===== config.mk =====
export PLATFORM = sky130hd
export DESIGN_NAME = adder_seq
export DESIGN_NICKNAME = d
export VERILOG_FILES = /design/src/rtl/adder_seq.sv
export SDC_FILE = /design/constraint.sdc
export NUM_CORES = 1
export LEC_CHECK = 0
export CAP_MARGIN = 25
export CORE_MARGIN = 2
export CORE_UTILIZATION = 32
export CTS_CLUSTER_SIZE = 25
export DETAILED_ROUTE_END_ITERATION = 10
export GPL_TIMING_DRIVEN = 0
export SYNTH_ARGS = -nofsm -noshare
export SYNTH_HDL_FRONTEND = slang
export SYNTH_SLANG_ARGS = --single-unit

===== constraint.sdc =====
create_clock -name clk -period 6.9 [get_ports clk]
set_input_delay 1.035 -clock clk [delete_from_list [all_inputs] [get_ports clk]]
set_output_delay 1.035 -clock clk [all_outputs]
set_load 0.02 [all_outputs]

===== src/rtl/adder_seq.sv =====
// adder_seq: adds two NBYTES-wide operands one byte at a time through a single shared 8-bit adder,
// recovering the missing carry-in with an extra increment pass through the same adder.
module adderPlus (
  input  logic [7:0] a_i,
  input  logic [7:0] b_i,
  output logic [7:0] s_o,
  output logic       co_o
);
  assign {co_o, s_o} = {1'b0, a_i} + {1'b0, b_i};
endmodule

module adder_seq #(
  parameter int NBYTES = 4
) (
  input  logic                  clk,
  input  logic                  rst,
  input  logic                  in_valid,
  output logic                  in_ready,
  input  logic [8*NBYTES-1:0]   op_a,
  input  logic [8*NBYTES-1:0]   op_b,
  output logic                  out_valid,
  input  logic                  out_ready,
  output logic [8*NBYTES-1:0]   out_sum,
  output logic                  out_carry,
  output logic                  busy
);
  localparam int IW = $clog2(NBYTES);
  typedef enum logic [1:0] {IDLE, ADD, INC, DONE} state_t;
  state_t              state_q, state_d;
  logic [8*NBYTES-1:0] a_q, a_d, b_q, b_d, acc_q, acc_d;
  logic [IW-1:0]       idx_q, idx_d, idx_nxt;
  logic                carry_q, carry_d, cadd_q, cadd_d;
  logic [7:0]          add_a, add_b, add_s;
  logic                add_co, last;
  logic [IW+2:0]       bo;
  assign bo        = {idx_q, 3'b000};
  assign last      = idx_q == IW'(NBYTES - 1);
  assign idx_nxt   = last ? '0 : idx_q + IW'(1);
  assign in_ready  = state_q == IDLE && !rst;
  assign out_valid = state_q == DONE;
  assign busy      = state_q != IDLE;
  assign out_sum   = acc_q;
  assign out_carry = carry_q;
  // Adder inputs are zero outside ADD/INC so the shared adder sits quiet.
  assign add_a = state_q == ADD ? a_q[bo +: 8] : state_q == INC ? acc_q[bo +: 8] : 8'h00;
  assign add_b = state_q == ADD ? b_q[bo +: 8] : state_q == INC ? 8'h01 : 8'h00;
  adderPlus u_add (
    .a_i (add_a),
    .b_i (add_b),
    .s_o (add_s),
    .co_o(add_co)
  );
  always_comb begin
    state_d = state_q;
    a_d     = a_q;
    b_d     = b_q;
    acc_d   = acc_q;
    idx_d   = idx_q;
    carry_d = carry_q;
    cadd_d  = cadd_q;
    case (state_q)
      IDLE: if (in_valid) begin
        a_d     = op_a;
        b_d     = op_b;
        acc_d   = '0;
        carry_d = 1'b0;
        cadd_d  = 1'b0;
        idx_d   = '0;
        state_d = ADD;
      end
      ADD: begin
        acc_d[bo +: 8] = add_s;
        cadd_d         = add_co;
        // A pending carry from the previous byte is folded in by an INC pass.
        carry_d        = carry_q ? carry_q : add_co;
        idx_d          = carry_q ? idx_q : idx_nxt;
        state_d        = carry_q ? INC : last ? DONE : ADD;
      end
      INC: begin
        acc_d[bo +: 8] = add_s;
        carry_d        = cadd_q | add_co;
        idx_d          = idx_nxt;
        state_d        = last ? DONE : ADD;
      end
      DONE: state_d = out_ready ? IDLE : DONE;
      default: state_d = IDLE;
    endcase
  end
  always_ff @(posedge clk) begin
    if (rst) begin
      state_q <= IDLE;
      a_q     <= '0;
      b_q     <= '0;
      acc_q   <= '0;
      idx_q   <= '0;
      carry_q <= 1'b0;
      cadd_q  <= 1'b0;
    end else begin
      state_q <= state_d;
      a_q     <= a_d;
      b_q     <= b_d;
      acc_q   <= acc_d;
      idx_q   <= idx_d;
      carry_q <= carry_d;
      cadd_q  <= cadd_d;
    end
  end
  // A byte that already carried out is at most 0xFE, so the increment cannot carry again.
  assert property (@(posedge clk) disable iff (rst) (state_q == INC) |-> !(cadd_q && add_co));
endmodule


Word level (Yosys, flattened, before mapping)
Index checks and enable logic that the tools add are counted.
{ "totals": {"reg_bits": 102, "output_inout_bits": 36} }
{ "op_classes": {"muxes": 20, "reduce_logical": 13, "eq_ne": 6, "shifts": 5, "bitwise": 1, "n_addsub": 3} }
{ "op_table": {"columns": ["op", "count"], "rows": [
  ["indexed part select 32 x 6 -> 8 bit", 3],
  ["one-hot mux 32 bit (2 select lines)", 1],
  ["bitwise mux 32 bit", 1],
  ["2-to-1 mux 32 bit", 1],
  ["variable shift 8 x 7 -> 32 bit (first input constant)", 1],
  ["indexed part select 8 x 7 -> 32 bit", 1],
  ["2-to-1 mux 8 bit", 3],
  ["2-to-1 mux 2 bit", 7],
  ["adder 8 x 8 -> 9 bit", 1],
  ["one-hot mux 2 bit (4 select lines)", 1],
  ["AND reduction 2 bit", 4],
  ["negation 5 -> 7 bit", 1],
  ["equality test 2 bit (second input constant)", 3],
  ["one-hot mux 2 bit (3 select lines)", 1],
  ["nonzero test 2 bit", 3],
  ["inequality test 2 bit (second input constant)", 2],
  ["2-to-1 mux 1 bit", 3],
  ["one-hot mux 1 bit (3 select lines)", 1],
  ["AND reduction 3 bit", 1],
  ["nonzero test 3 bit", 1],
  ["adder 2 x 1 -> 2 bit (second input constant)", 1],
  ["equality test 2 x 1 -> 1 bit (second input constant)", 1],
  ["logical NOT 2 bit", 1],
  ["one-hot mux 1 bit (2 select lines)", 1],
  ["4 further kinds", 4]
]} }

Depth between registers and ports, before layout
Gate-level depths: netlist of the first run.
{ "logic_depth": {"depth_word": 7, "mapped_depth": 13} }

Cells and area by module
Synthesis of the first run repeated with hierarchy kept, for this count alone.
{ "hier_totals": {"hier_cells": 626, "hier_area_um2": 5261.3} }
{ "by_module_without_submodules": {"columns": ["mod", "n_inst", "area_each_um2", "cells_per_inst"], "rows": [
  ["adder_seq", 1, 4937.2, 584],
  ["adderPlus", 1, 324.1, 42]
]} }

Worst setup path before layout of the first run
Ideal clock, no wire load.
{ "synth_timing": {"path_kind": "input to output", "startpoint": "input rst", "endpoint": "output in_ready", "stages": 4, "path_buffers": 3, "setup_slack_ps": 3934, "arrival_time_ps": 1931, "cell_sequence": "buf_2 clkbuf_1 clkbuf_1 nor2_1"} }
{ "synth_via": {"elab_chain_cells": 2} }
{ "synth_rtl": {"columns": ["item", "line_no", "source"], "rows": [
  ["from (decl)", "16", "input logic rst,"],
  ["logical NOT 1 bit", "39", "assign in_ready = state_q == IDLE && !rst;"],
  ["logical AND 1 bit", "39", null],
  ["to (decl)", "18", "output logic in_ready,"]
]} }
No other way between the ends.

Worst setup path after layout of the first run
Ends and elaborated chain as after synthesis.

==> results of run 1 <==
## stage by stage
stage,power (mW),utilization [%],setup slack (ns)
global route,2.14,42.9,2.94
global placement,1.51,41.0,3.09
CTS,2.03,42.9,3.07
finish,2.02,42.9,3.07
detailed placement,1.52,41.0,3.05
floorplan,1.27,-,3.93
## power groups by stage
stage / Sequential (mW) / Combinational, mW / Clock [mW]
floorplan: 0.715 / 0.552 / 0
global placement: 0.722 / 0.784 / 0
detailed placement: 0.727 / 0.797 / 0
CTS: 0.714 / 0.800 / 0.519
global route: 0.723 / 0.878 / 0.541
finish: 0.714 / 0.797 / 0.508
## worst max-delay path by stage
stage | startpoint | to | slack (ns) | depth (start not counted)
after floorplan | rst | in_ready | 3.93 | 4
after global placement | rst | in_ready | 3.09 | 5
after detailed placement | rst | in_ready | 3.05 | 5
after CTS | rst | in_ready | 3.07 | 5
after global routing | rst | in_ready | 2.94 | 5
final | rst | in_ready | 3.07 | 5
## logic make-up after synthesis
| group | Yosys count | synth area share, % |
|---|---|---|
| AOI/OAI and AO/OA | 140 | 18.2 |
| xor gates and xnor gates | 4 | 0.705 |
| adders and majority gates | 19 | 4.93 |
| buffers and inverters | 44 | 4.63 |
| DFF | 102 | 41.1 |
| muxes | 31 | 12.9 |
| and+or+nand+nor | 198 | 17.5 |
## flip-flops by register name (all words and copies together) (netlist names)
signal and count:
a_q 32, b_q 32, cadd_q 1, idx_q 2
out_carry 1, out_sum 32, state_q 2
## Yosys cell counts, types with 2 or more instances
| cell type | number | share of area [%] |
|---|---|---|
| clkbuf_1 | 12 | 0.91 |
| ha_1 | 18 | 4.5 |
| mux2i_1 | 5 | 1.0 |
| dfxtp_1 | 102 | 41 |
| mux4_1 | 13 | 6.9 |
| inv_1 | 11 | 0.83 |
| nor3_1 | 4 | 0.40 |
| a22oi_1 | 13 | 2.0 |
| nand2_1 | 138 | 10 |
| nor2_1 | 23 | 1.7 |
| nand2b_1 | 4 | 0.50 |
| nor2b_1 | 6 | 0.76 |
| o211ai_1 | 5 | 0.76 |
| xnor2_1 | 3 | 0.53 |
| nand3_1 | 3 | 0.30 |
| o21ai_2 | 3 | 0.53 |
| buf_4 | 2 | 0.30 |
| mux2_2 | 3 | 0.68 |
| and2_1 | 10 | 1.3 |
| a21o_1 | 3 | 0.45 |
| a211oi_1 | 2 | 0.30 |
| mux4_2 | 9 | 4.1 |
| a22o_1 | 22 | 3.9 |
| nand4_1 | 2 | 0.25 |
| o21a_1 | 2 | 0.30 |
| nor3_2 | 2 | 0.40 |
| buf_6 | 4 | 0.91 |
| buf_1 | 5 | 0.38 |
| o21ai_0 | 7 | 0.70 |
| a21oi_1 | 74 | 7.5 |
| a32o_1 | 4 | 0.81 |
| buf_2 | 9 | 0.91 |
| o311ai_1 | 2 | 0.35 |
## layer usage
layer	GRT usage, %	part of all wire [%]	up-vias
li1	-	-	2140
met1	23.0	44	2141
met2	29.9	49	135
met3	2.66	4.8	21
met4	7.48	2.5	0
met5	0	0	-
## cell type report
cell class	count	area [µm²]
Fill cell	1469	8680
Multi-Input combinational cell	392	2700
Sequential cell	102	2040
Timing Repair Buffer	102	1020
Tap cell	188	235
Clock buffer	9	225
Buffer	33	189
Clock inverter	7	72.6
Inverter	11	41.3
## critical path, cell delays in order
cell	delay, ns
buf_2	0.19
clkbuf_1	0.46
clkbuf_1	0.48
nor2_1	0.08
clkdlybuf4s50_1	0.55
## placed cells by master (no fill, tap or decap), types with 10 or more instances in the layout
cell and n:
nand2_1 138, dfxtp_1 102, clkdlybuf4s50_1 102, a21oi_1 74, nor2_1 23, a22o_1 22, ha_1 18, a22oi_1 13
mux4_1 13, clkbuf_1 12, inv_1 11, and2_1 10
==> impl_metrics.ini, run 1 <==
[power]
p_comb_share_pct = 39.5
swShare_pct = 37.8
p_leak_nw = 2.47
internal_power_mw = 1.26
p_seq_share_pct = 35.4
p_sw_mw = 0.763
ir_worst_vdd_mv = 0.161
power_frac_clock_pct = 25.1
p_per_area_nw_per_um2 = 309

[global_route]
grt_pass1_vias = 4299
antenna_found_initial = 0
grt_max_degree = 18
grt_pass1_wl_um = 22500
grt_use_total_pct = 17.8
overflow = 0

[drt]
via_per_inst = 5.26
drtPass1Iterations = 5
drt_iter0_drc = 275
dr_total_vias = 4437
wl_per_cell_um = 17.1
wl_um = 14400
drc = 0
ant_nets = 0

[placed_design]
port_buffers = 102
placed_cells = 828
gp_congestion = 0.858
placed_area_um2 = 6230
hpwl_um = 11300

[floorplanning]
dieArea_um2 = 16500
core_area_um2 = 15200
row_count = 45
die_x_um = 129
initial_core_util_pct = 32.7
die_height_um = 129
ios = 104

[final_layout]
area_growth_pct = 31.3
diodes = 0
drive_gt1_share_pct = 8.54
instances_no_fill = 844
nets = 738
final_area_um2 = 6530

[sta]
hold_viol_final = 0
setup_viol = 0
worst_pin_slew_ns = 0.940
drv_slew = 0
skew_ns = 0.00802
slew_headroom_pct = 36.8
holdWs_ns = 0.453
rsz0062_at_grt = false
post-route-period-util_pct = 55.5
fmaxAchievable_mhz = 261
setup_tns_ns = 0
period_minus_slack_ns = 3.83

[run_status]
outcome = completed

[worst_hold_path]
hold_start = a_q[22]
hold-path-cell-count = 2
hp-class = reg -> reg
min_to = a_q[22]

[clock_tree]
path_clk_slew_ns = 0.06
insertion_delay_ns = 0.35
cts_root_buf = clkbuf_16
htree_levels = 3
cts-buffers-inserted = 9
clock_sinks = 102
cts_tree = done
hold_buffers = 0
cts_resized = 0
post-cts-setup-buffers = 0
cts.path.max_buffers = 2

[logic_synthesis]
synth.yosys.seq_area_share_pct = 41.1
synth_area_per_cell_um2 = 9.24
async_flop_share_pct = 0
synthFlopType = dfxtp_1
synth-edff-count = 0
ys_warn_count = 0
synth_nets = 625
mappedNetlistArea_um2 = 4970
yosysUniqueCellTypes = 46
synth_cells = 538
ys_ff_latch = 102

[critical_path]
reg2reg_depth = 13
regToRegSetupSlack_ns = 3.64
required_ns = 5.86
path_max_fanout = 10
cp-end-kind = primary output
start_kind = input pin
worstPathArrival_ns = 2.80
timing.rr.start = idx_q[1]
r2r-end = out_sum[22]
crit_type = in -> out

[job]
max_cap_viol_count = 0
Power figures use the tool's default switching activity.
==> run 2: changes to the inputs <==
==> constraint.sdc (replaced) <==
create_clock -name clk -period 3.4 [get_ports clk]
set_input_delay 0.51 -clock clk [delete_from_list [all_inputs] [get_ports clk]]
set_output_delay 0.51 -clock clk [all_outputs]
set_load 0.02 [all_outputs]
==> impl_metrics.ini, run 2 (same netlist as run 1, synthesis figures left out) <==
[final_layout]
area.sequential_um2 = 2040
diodes = 0
utilization_pct = 42.9
layout_commonest_cell = nand2_1
drive_gt1_share_pct = 8.55
multi_input_area_um2 = 2700
final_cell_mix = nand2_1, dfxtp_1, clkdlybuf4s50_1
nets = 737
instances_no_fill = 843
fill_cells = 1470
final_area_um2 = 6520
area_growth_pct = 31.2

[floorplanning]
dieArea_um2 = 16500
die_height_um = 129
core_area_um2 = 15200
ios = 104
row_count = 45
initial_core_util_pct = 32.7
die_x_um = 129

[placed_design]
place_ws_ns = 0.158
hpwl_um = 11300
placed_cells = 828
gp_congestion = 0.858
placed_area_um2 = 6230
port_buffers = 102

[sta]
setup_viol = 0
hold_viol_final = 0
rsz0062_at_grt = false
slew_headroom_pct = 40.6
post-route-period-util_pct = 94.1
setup_tns_ns = 0
drv_slew = 0
fmaxAchievable_mhz = 312
period_minus_slack_ns = 3.20
skew_ns = 0.00768
holdWs_ns = 0.451
worst_pin_slew_ns = 0.884
postLayoutSetupSlackWorst_ns = 0.199

[critical_path]
crit_type = reg -> reg
reg2reg_depth = 12
r2r-end = out_sum[22]
required_ns = 3.65
cp-end-kind = flip-flop
worstPathArrival_ns = 3.45
path_max_fanout = 19
start_kind = flip-flop
timing.rr.start = idx_q[1]
regToRegSetupSlack_ns = 0.20

[global_route]
antenna_found_initial = 0
grt_pass1_wl_um = 22500
overflow = 0
grt_max_degree = 18
grt_pass1_vias = 4299
grt_use_total_pct = 17.8

[worst_hold_path]
hold-path-cell-count = 2
hp-class = reg -> reg
min_to = b_q[15]
hold_start = b_q[15]

[clock_tree]
clock_sinks = 102
cts-buffers-inserted = 9
insertion_delay_ns = 0.35
path_clk_slew_ns = 0.07
cts.path.max_buffers = 2
cts_tree = done
cts_root_buf = clkbuf_16
htree_levels = 3

[drt]
drt_iter0_drc = 254
dr_wl_met2_um = 7090
wl_met3_um = 736
via_per_inst = 5.20
drtPass1Iterations = 4
dr_total_vias = 4382
ant_nets = 0
wl_um = 14500
drt-met1-wl_um = 6340
highest_layer = met4
drc = 0
wl_per_cell_um = 17.2

[power]
p_leak_nw = 2.46
p_per_area_nw_per_um2 = 629
ir_worst_vdd_mv = 0.322
totalPowerFinal_mw = 4.10

[job]
max_cap_viol_count = 0

[run_status]
outcome = completed
==> run 2: cell types whose count changed in the layout (fill, tap and decap cells not counted) <==
cell | previous run | this run
clkbuf_1 | 12 | 11
==> run 2: layout make-up <==
class	instances	share of cell area, %
clock buffers	9	3.45
repair buffers	102	15.7
well taps	188	3.61
clock inverters	7	1.11
multi-input cells	392	41.4
flip-flops and latches	102	31.3
plain buffers	32	2.84
inverters	11	0.633
==> run 2: worst max path at each step <==
stage,startpoint,end,slack (ns)
floorplan,idx_q[0],out_sum[22],0.67
global placement,idx_q[1],out_sum[22],0.22
detailed placement,idx_q[1],out_sum[14],0.16
CTS,idx_q[1],out_sum[22],0.13
global route,idx_q[1],out_sum[30],0.009
finish,idx_q[1],out_sum[22],0.20
==> run 2: layer usage <==
metal / vias to the layer above / global-route usage (%)
met1: 2102 / 23.0
met2: 125 / 29.9
li1: 2136 / -
met3: 19 / 2.66
met4: 0 / 7.48
met5: - / 0
==> run 2: report_power, final <==
group	internal, mW	switching (mW)	total, mW	leakage, nW
registers	1.36	0.0921	1.45	0.831
clock network	0.572	0.463	1.03	0.142
logic	0.620	0.997	1.62	1.49
total	2.55	1.55	4.10	2.46
==> run 2: what timing repair did <==
| action | in CTS | in global routing |
|---|---|---|
| resized for setup | 0 | 0 |
| hold buffers | 0 | 0 |
| setup endpoints to repair | 0 | 5 |
| setup buffers | 0 | 0 |
==> run 2: worst max-delay path, cell delays in order, from the launching register on <==
cell and delay (ns):
dfxtp_1 0.40, buf_6 0.24, buf_2 0.36, mux4_2 0.38, a22o_1 0.20, ha_1 0.22
inv_1 0.08, fa_1 0.22, nor2b_1 0.08, o211ai_1 0.28, mux2i_1 0.23, nand3_1 0.16
a32o_1 0.25
